===== config.mk =====
export PLATFORM = sky130hd
export DESIGN_NAME = cm_nway
export DESIGN_NICKNAME = d
export VERILOG_FILES = /design/src/rtl/cm_nway.sv
export SDC_FILE = /design/constraint.sdc
export NUM_CORES = 1
export LEC_CHECK = 0
export CAP_MARGIN = 20
export CORE_MARGIN = 2
export CORE_UTILIZATION = 45
export CTS_BUF_LIST = sky130_fd_sc_hd__clkbuf_8
export DETAILED_ROUTE_END_ITERATION = 10
export GPL_ROUTABILITY_DRIVEN = 0
export MAX_ROUTING_LAYER = met4
export PLACE_DENSITY_LB_ADDON = 0.3
export SYNTH_ARGS = -nofsm -noshare
export SYNTH_HDL_FRONTEND = slang
export SYNTH_SLANG_ARGS = --single-unit

===== constraint.sdc =====
create_clock -name CLK -period 3.55 [get_ports CLK]
set_clock_uncertainty 0.2 [all_clocks]
set_input_delay 0.71 -clock CLK [delete_from_list [all_inputs] [get_ports CLK]]
set_output_delay 0.71 -clock CLK [all_outputs]
set_load 0.01 [all_outputs]

===== src/rtl/cm_nway.sv =====
// ============================================================================
// cm_nway : N-way round-robin token merge with tagged DEPTH-entry output FIFO
// Optional macro: CM_NWAY_FIXED_PRIO_EN selects fixed lowest-index priority.
// Revision: 1.0
// ============================================================================
`default_nettype none

module cm_nway #(
    parameter int N     = 4,
    parameter int W     = 8,
    parameter int DEPTH = 2,
    localparam int SW   = $clog2(N),
    localparam int CW   = $clog2(DEPTH + 1)
) (
    input  logic           CLK,
    input  logic           MR_N,
    input  logic [N-1:0]   Send_in,
    input  logic [N*W-1:0] Data_in,
    output logic [N-1:0]   Ack_out,
    output logic           Send_out,
    output logic [W-1:0]   Data_out,
    output logic [SW-1:0]  Sel_out,
    input  logic           Ack_in,
    output logic [N-1:0]   CP,
    output logic [CW-1:0]  Count
);

    localparam int AW = (DEPTH > 1) ? $clog2(DEPTH) : 1;

    logic [W-1:0]  mem_data_q [DEPTH];
    logic [W-1:0]  mem_data_d [DEPTH];
    logic [SW-1:0] mem_sel_q  [DEPTH];
    logic [SW-1:0] mem_sel_d  [DEPTH];
    logic [AW-1:0] wr_q, wr_d;
    logic [AW-1:0] rd_q, rd_d;
    logic [CW-1:0] count_q, count_d;
    logic [N-1:0]  cp_q, cp_d;

    logic [SW-1:0] grant_idx;
    logic          found;
    logic          not_full;
    logic          push;
    logic          pop;

    assign not_full = (count_q < CW'(DEPTH));

`ifdef CM_NWAY_FIXED_PRIO_EN
    // Descending scan so the lowest requesting index is the final winner.
    always_comb begin
        grant_idx = '0;
        found     = 1'b0;
        for (int i = N - 1; i >= 0; i--) begin
            if (Send_in[i]) begin
                grant_idx = SW'(i);
                found     = 1'b1;
            end
        end
    end
`else
    logic [SW-1:0] ptr_q, ptr_d;

    always_comb begin
        grant_idx = '0;
        found     = 1'b0;
        for (int k = 0; k < N; k++) begin
            if (!found && Send_in[(int'(ptr_q) + k) % N]) begin
                grant_idx = SW'((int'(ptr_q) + k) % N);
                found     = 1'b1;
            end
        end
    end

    always_comb begin
        ptr_d = ptr_q;
        if (push) begin
            ptr_d = (grant_idx == SW'(N - 1)) ? '0 : grant_idx + SW'(1);
        end
    end

    always_ff @(posedge CLK or negedge MR_N) begin
        if (!MR_N) begin
            ptr_q <= '0;
        end else begin
            ptr_q <= ptr_d;
        end
    end
`endif

    // MR_N gating keeps Ack_out low for the whole reset interval.
    assign Ack_out = (found && not_full && MR_N) ? ({{(N-1){1'b0}}, 1'b1} << grant_idx) : '0;
    assign push    = |Ack_out;
    assign pop     = (count_q != '0) && Ack_in;

    always_comb begin
        mem_data_d = mem_data_q;
        mem_sel_d  = mem_sel_q;
        wr_d       = wr_q;
        rd_d       = rd_q;
        count_d    = count_q + CW'(push) - CW'(pop);
        cp_d       = Ack_out;
        if (push) begin
            mem_data_d[wr_q] = Data_in[int'(grant_idx) * W +: W];
            mem_sel_d[wr_q]  = grant_idx;
            wr_d             = (wr_q == AW'(DEPTH - 1)) ? '0 : wr_q + AW'(1);
        end
        if (pop) begin
            rd_d = (rd_q == AW'(DEPTH - 1)) ? '0 : rd_q + AW'(1);
        end
    end

    always_ff @(posedge CLK or negedge MR_N) begin
        if (!MR_N) begin
            for (int i = 0; i < DEPTH; i++) begin
                mem_data_q[i] <= '0;
                mem_sel_q[i]  <= '0;
            end
            wr_q    <= '0;
            rd_q    <= '0;
            count_q <= '0;
            cp_q    <= '0;
        end else begin
            mem_data_q <= mem_data_d;
            mem_sel_q  <= mem_sel_d;
            wr_q       <= wr_d;
            rd_q       <= rd_d;
            count_q    <= count_d;
            cp_q       <= cp_d;
        end
    end

    assign Send_out = (count_q != '0);
    assign Data_out = Send_out ? mem_data_q[rd_q] : '0;
    assign Sel_out  = Send_out ? mem_sel_q[rd_q]  : '0;
    assign CP       = cp_q;
    assign Count    = count_q;

endmodule

`default_nettype wire

==> metrics.cfg, run 1 <==
[timing]
hold_violations=0
finalMaxSlewViolations=0
rsz0062_at_grt=no
whs_ns=0.2727
slew_headroom_pct=57.11
finalSetupViolCount=0
worst_pin_slew_ns=0.6434
post-route-period-util_pct=96.86
timing.final.crit_period_ns=3.439
clock.fmax_mhz=290.8
fin_tns_setup_ns=0

[pwr]
p_leak_nw=1.212
switching_power_w=0.0008067
power_density_mw_per_mm2=770.7
seq_power_share_pct=30.4
p_comb_share_pct=56.6
clockPowerShare_pct=12.9
cellInternalPower_w=0.001237
ir_drop_uv=377.8
p_sw_share_pct=39.48

[hold_path]
holdCritPathClass=flip-flop to flip-flop

[critical_path]
cp-start-kind=primary input
r2r-start=ptr_q[1]$_DFFE_PN0N_
slowest_delay_ns=0.53
crit_start=Send_in[0]
critPathKind=primary input to output pin
cp-endpoint=Ack_out[3]
reg2reg_slack_ns=0.73
worstPathArrival_ns=2.53
cp-end-kind=output pin
crit_required_ns=2.64
crit_path_max_fanout=5
path_cells=clkdlybuf4s50_1, and4b_4, a21oi_4, nand2_4, inv_1, ha_1, and2_1, clkdlybuf4s50_1
slowest_stage=clkdlybuf4s50_1
critPathMostFrequentCell=clkdlybuf4s50_1
r2r_end=Count[1]$_DFF_PN0_
worstRegToRegCells=12

[clock_network]
cts.path.max_buffers=2
clock_insertion_delay_worst_skew_ns=0.28
path_clk_slew_ns=0.05
tritoncts=yes
cts_root_buffer=clkbuf_8
cts_made_buffers=5
h-tree-depth=2
cts_sinks=30
postCtsSetupRepairBufs=0

[logic_synthesis]
syn_inst=177
synth_area_mm2=0.001906
syn_area_per_cell_um2=10.77
ys_ff_latch=30
yosys_warnings=0
yosysUniqueCellTypes=39
yosysSeqAreaShare_pct=39.40
synth_nets=220

[floorplanning]
rows=23
coreArea_mm2=0.004029
die_x_um=69.08
die_h_um=69.08
die-area_mm2=0.004771
initial_core_util_pct=47.30
boundaryPins=60

[layout]
syn2layout_area_growth_pct=39.13
final_cell_mix=clkdlybuf4s50_1 (56), dfrtp_1 (30), and3_1 (18), nand2_1 (17), o31ai_1 (16)
nNetsFinal=289
n_antenna_cell=0
design_area_mm2=0.002651
drive_gt1_share_pct=23.27
layout_commonest_cell=clkdlybuf4s50_1
nFillCells=337

[route]
drtIter0Drc=63
vias_per_cell=5.332
dr.pass1.iters=4
wl_mm=4.241
drc=0
antenna_left=0
wl_per_cell_um=14.38
vias=1573

[place]
place.port_buffers=59
place_area_mm2=0.002565
dp_hpwl_mm=3.193

[global_routing]
grtUsageMet2_pct=29.49
grt_usage_pct=20.03
globalRouteOverflowTotal=0
grt_pass1_wl_mm=7.445
grt_max_degree=31
gr-usage-met3_pct=5.263
grt_busiest_layer=met2
globalRouteMet1Util_pct=26.33
antenna_found_initial=0
first_global_vias=1554

[run_status]
status=finished, final reports clean

[run]
cap_viol_max_count=0

==> cells in the mapped netlist <==
cell / n / share of area, %
a211oi_1: 1 / 0.39
nor2_1: 12 / 2.4
inv_1: 6 / 1.2
buf_2: 1 / 0.26
buf_4: 2 / 0.79
dfrtp_1: 30 / 39
a21o_1: 1 / 0.39
and4b_4: 1 / 0.72
inv_2: 1 / 0.20
nand3b_1: 1 / 0.39
nor4_1: 1 / 0.33
xnor2_1: 3 / 1.4
and3_1: 18 / 5.9
mux2i_1: 10 / 5.3
o221a_2: 1 / 0.59
xor2_1: 1 / 0.46
o21ai_1: 1 / 0.26
a21oi_4: 1 / 0.85
nor3b_4: 1 / 0.99
nand2_1: 17 / 3.3
buf_1: 1 / 0.20
buf_6: 7 / 4.1
o221ai_1: 1 / 0.46
and2_1: 2 / 0.66
mux2_4: 2 / 1.6
o21a_4: 1 / 0.79
clkbuf_1: 1 / 0.20
nor2b_1: 2 / 0.66
o21ai_2: 4 / 1.8
ha_1: 4 / 2.6
nand2_4: 1 / 0.59
nand2b_1: 1 / 0.33
o31ai_1: 16 / 6.3
or2_2: 1 / 0.33
o311ai_2: 2 / 1.7
a211oi_2: 15 / 9.8
a21o_2: 1 / 0.46
nand2_2: 4 / 1.3
o211a_1: 1 / 0.53
==> routing by layer <==
| layer | part of all wire, % | vias up | routed length (µm) |
|---|---|---|---|
| met3 | 6.2 | 6 | 262 |
| met1 | 45 | 730 | 1929 |
| li1 | - | 786 | - |
| met5 | 0 | - | 0 |
| met2 | 47 | 51 | 1994 |
| met4 | 1.3 | 0 | 55 |
==> stage by stage <==
stage	std cells	worst slack (ns)	utilization [%]	power, W
4_1_cts	295	0.04694	65.68	0.002070
3_5_place_dp	289	-0.02387	63.66	0.001802
5_1_grt	295	0.01994	65.81	0.002210
6_report	295	0.1114	65.81	0.002043
3_3_place_gp	289	0.04289	63.66	0.001773
2_1_floorplan	177	0.4667	-	0.001378
==> worst max-delay path, delay by kind of cell <==
kind                     cells  cell delay, ns
AND/OR/NAND/NOR              3            0.45
adder cells (fa/ha/maj)      1            0.15
buffers and inverters        3            1.08
AO/OA/AOI/OAI                1            0.14
==> logic make-up (layout without fill, tap and decap cells) <==
kind of cell	after synthesis	count (layout)	synth area share, %
xor+xnor	4	4	1.839
flops	30	30	39.40
buf+inv	19	87	6.959
fa+ha+maj	4	4	2.627
simple gates	62	62	17.93
mux	12	12	6.829
compound gates	46	46	24.43
==> registers in the layout, indices dropped and copies added, names as in the netlist <==
| name | flops |
|---|---|
| mem_data_q | 16 |
| rd_q | 1 |
| wr_q | 1 |
| CP | 4 |
| Count | 2 |
| ptr_q | 2 |
| mem_sel_q | 4 |
==> timing repair <==
action                     in CTS  in global routing
setup endpoints to repair       2                  2
hold endpoints to repair        0                  0
hold buffers                    0                  0
gates resized for setup         1                  2
==> worst min path at each step <==
stage,from,endpoint,slack (ns),cells after the start
4_1_cts,mem_data_q[12]$_DFFE_PN0P_,mem_data_q[12]$_DFFE_PN0P_,0.28,2
5_1_grt,mem_data_q[12]$_DFFE_PN0P_,mem_data_q[12]$_DFFE_PN0P_,0.30,2
3_5_place_dp,mem_data_q[12]$_DFFE_PN0P_,mem_data_q[12]$_DFFE_PN0P_,0.27,2
3_3_place_gp,mem_data_q[1]$_DFFE_PN0P_,mem_data_q[1]$_DFFE_PN0P_,0.26,2
2_1_floorplan,MR_N,CP[0]$_DFF_PN0_,0.21,0
6_report,mem_data_q[12]$_DFFE_PN0P_,mem_data_q[12]$_DFFE_PN0P_,0.27,2
==> power groups by stage <==
| stage | logic, W | clock network [W] | registers [W] |
|---|---|---|---|
| 6_report | 0.00116 | 0.000265 | 0.000622 |
| 3_5_place_dp | 0.00118 | 0 | 0.000626 |
| 2_1_floorplan | 0.000795 | 0 | 0.000583 |
| 5_1_grt | 0.00128 | 0.000289 | 0.000642 |
| 4_1_cts | 0.00118 | 0.000273 | 0.000621 |
| 3_3_place_gp | 0.00115 | 0 | 0.000622 |
==> final cells by class <==
cell class                      instances  area [µm²]  area share (%)
Inverter                                7       26.28          0.9910
Clock buffer                            6       82.58           3.115
Timing Repair Buffer                   74       706.9           26.66
Sequential cell                        30       750.7           28.32
Multi-Input combinational cell        128        1022           38.56
Tap cell                               50       62.56           2.360
Power figures use the tool's default switching activity.
==> inputs of run 2 (changes only) <==
--- a/config.mk
+++ b/config.mk
@@ -10,9 +10,10 @@
 export CORE_UTILIZATION = 45
 export CTS_BUF_LIST = sky130_fd_sc_hd__clkbuf_8
 export DETAILED_ROUTE_END_ITERATION = 10
+export DONT_BUFFER_PORTS = 1
 export GPL_ROUTABILITY_DRIVEN = 0
 export MAX_ROUTING_LAYER = met4
-export PLACE_DENSITY_LB_ADDON = 0.3
+export PLACE_DENSITY_LB_ADDON = 0.05
 export SYNTH_ARGS = -nofsm -noshare
 export SYNTH_HDL_FRONTEND = slang
 export SYNTH_SLANG_ARGS = --single-unit
==> run 2 against run 1 <==
Effect of this change: critical path depth is 4 higher; final cell count is 22% lower; routed wire length is 1.8% lower; hold slack worse by 0.23 ns; die area stayed put; sequential cell count stayed put; clock power is 5% higher; power is 13% lower; critical endpoint is now Count[1]$_DFF_PN0_; highest routed layer unchanged.
==> metrics.cfg, run 2 (synthesized netlist as in run 1, its figures left out) <==
[critical_path]
worstPathArrival_ns=2.87  ; was 2.53 ns
worstRegToRegCells=12  ; unchanged
path_cells=nor2_1, o21ai_1, o211a_1, ha_1, or2_2, o21a_4, inv_1, ha_1, inv_1, ha_1, xnor2_1, xnor2_1  ; was clkdlybuf4s50_1, and4b_4, a21oi_4, nand2_4, inv_1, ha_1, and2_1, clkdlybuf4s50_1
cp-start-kind=flip-flop  ; was primary input
crit_required_ns=3.56  ; was 2.64 ns
cp-end-kind=flip-flop  ; was output pin
crit_path_max_fanout=8  ; was 5
critPathMostFrequentCell=ha_1  ; was clkdlybuf4s50_1
crit_family=simple AND/OR/NAND/NOR gates  ; was buffers and inverters
slowest_stage=dfrtp_1  ; was clkdlybuf4s50_1
cp.depth=12  ; was 8
crit_buf_inv=2  ; was 3
critPathKind=flip-flop to flip-flop  ; was primary input to output pin
slowest_delay_ns=0.45  ; was 0.53 ns

[clock_network]
hold_buffers=1  ; was 0
tritoncts=yes  ; unchanged
cts_resized=0  ; was 1
h-tree-depth=2  ; unchanged
path_clk_slew_ns=0.06  ; was 0.05 ns
cts_sinks=30  ; unchanged
clock_insertion_delay_worst_skew_ns=0.28  ; about the same
postCtsSetupRepairBufs=0  ; unchanged
cts.path.max_buffers=2  ; unchanged
cts_made_buffers=5  ; unchanged
cts_root_buffer=clkbuf_8  ; unchanged

[run_status]
status=finished, final reports clean  ; unchanged

[pwr]
cellInternalPower_w=0.001007  ; was 0.001237 W
ir_drop_uv=339.2  ; was 377.8 µV
p_leak_nw=0.9425  ; was 1.212 nW
seq_power_share_pct=35.5  ; was 30.4%
p_sw_share_pct=43.46  ; was 39.48%
p_comb_share_pct=49.0  ; was 56.6%
power_density_mw_per_mm2=882.4  ; was 770.7 mW/mm²
switching_power_w=0.0007739  ; was 0.0008067 W
clockPowerShare_pct=15.6  ; was 12.9%

[floorplanning]
rows=23  ; unchanged
boundaryPins=60  ; unchanged
initial_core_util_pct=47.30  ; unchanged
die-area_mm2=0.004771  ; unchanged
coreArea_mm2=0.004029  ; unchanged
die_h_um=69.08  ; unchanged
die_x_um=69.08  ; unchanged

[timing]
whs_ns=0.04635  ; was 0.2727 ns
clock.fmax_mhz=349.5  ; was 290.8 MHz
post-route-period-util_pct=80.59  ; was 96.86%
finalMaxSlewViolations=0  ; unchanged
rsz0062_at_grt=no  ; unchanged
fin_tns_setup_ns=0  ; unchanged
slew_headroom_pct=55.92  ; was 57.11%
timing.final.crit_period_ns=2.861  ; was 3.439 ns
hold_violations=0  ; unchanged
finalSetupViolCount=0  ; unchanged
worst_pin_slew_ns=0.6612  ; was 0.6434 ns

[global_routing]
grt_usage_pct=19.52  ; was 20.03%
antenna_found_initial=0  ; unchanged
first_global_vias=1364  ; was 1554
globalRouteOverflowTotal=0  ; unchanged
grt_pass1_wl_mm=7.038  ; was 7.445 mm
grt_max_degree=31  ; unchanged

[layout]
syn2layout_area_growth_pct=5.910  ; was 39.13%
nNetsFinal=222  ; was 289
drive_gt1_share_pct=27.78  ; was 23.27%
n_antenna_cell=0  ; unchanged
design_area_mm2=0.002018  ; was 0.002651 mm²
final_cell_mix=dfrtp_1 (30), and3_1 (18), nand2_1 (17), o31ai_1 (16), a211oi_2 (15)  ; was clkdlybuf4s50_1 (56), dfrtp_1 (30), and3_1 (18), nand2_1 (17), o31ai_1 (16)
layout_commonest_cell=dfrtp_1  ; was clkdlybuf4s50_1
largest_register_ffs=16  ; unchanged
largest-register=mem_data_q  ; unchanged

[run]
cap_viol_max_count=0  ; unchanged

[route]
vias_per_cell=5.774  ; was 5.332
wl_mm=4.163  ; was 4.241 mm
drc=0  ; unchanged
dr.pass1.iters=4  ; unchanged
antenna_left=0  ; unchanged
wl_per_cell_um=18.10  ; was 14.38 µm
drtIter0Drc=73  ; was 63
vias=1328  ; was 1573

[place]
dp_hpwl_mm=3.134  ; was 3.193 mm
place_area_mm2=0.001907  ; was 0.002565 mm²
place.port_buffers=0  ; was 59

[hold_path]
holdCritPathClass=primary input to async pin  ; was flip-flop to flip-flop

## run 2: cell count changes in the layout (fill, tap and decap cells not counted)
cell	delta
buf_4	-9
dlygate4sd2_1	-1
buf_12	+1
clkdlybuf4s50_1	-56
clkinv_2	+1
inv_1	+1
dlymetal6s2s_1	-2
## run 2: power groups by stage
stage	registers [W]	clock network (W)	logic (W)
finish	0.000632	0.000277	0.000872
global route	0.000654	0.000303	0.000974
CTS	0.000634	0.000283	0.000889
detailed placement	0.000641	0	0.000876
global placement	0.000634	0	0.000854
floorplan	0.000583	0	0.000795
## run 2: area by class of cell
type,instances,area (µm²)
fill,390,2011
timing repair buffer,7,65.06
tap,50,62.56
multi-input combinational,128,1022
inverter,7,26.28
clock buffer,6,82.58
clock inverter,2,8.758
sequential,30,750.7
## run 2: final timing paths
| check | endpoint | startpoint | slack, ns |
|---|---|---|---|
| worst max-delay path | Count[1]$_DFF_PN0_ | ptr_q[1]$_DFFE_PN0N_ | 0.69 |
| worst min-delay path | rd_q$_DFFE_PN0P_ | MR_N | 0.05 |
| worst max register to register | Count[1]$_DFF_PN0_ | ptr_q[1]$_DFFE_PN0N_ | 0.69 |
| worst min register to register | mem_data_q[15]$_DFFE_PN0P_ | mem_data_q[15]$_DFFE_PN0P_ | 0.28 |
| max in group asynchronous | mem_data_q[7]$_DFFE_PN0P_ | MR_N | 2.94 |
| min in group CLK | mem_data_q[15]$_DFFE_PN0P_ | mem_data_q[15]$_DFFE_PN0P_ | 0.28 |
## run 2: layer usage
layer	GRT usage, %	vias to the layer above	routed length [µm]
met2	29.59	50	1979
met4	5.882	0	48
met5	-	-	0
li1	-	649	-
met1	25.09	624	1905
met3	6.140	5	229
## run 2: metrics by stage
step                cells  util [%]  total power [W]  setup slack, ns
detailed placement    221     47.33         0.001517           0.4710
finish                230     50.09         0.001781           0.6892
global route          230     50.09         0.001931           0.5180
global placement      221     47.33         0.001489           0.5397
CTS                   230     50.09         0.001806           0.6751
floorplan             177         -         0.001378           0.4667
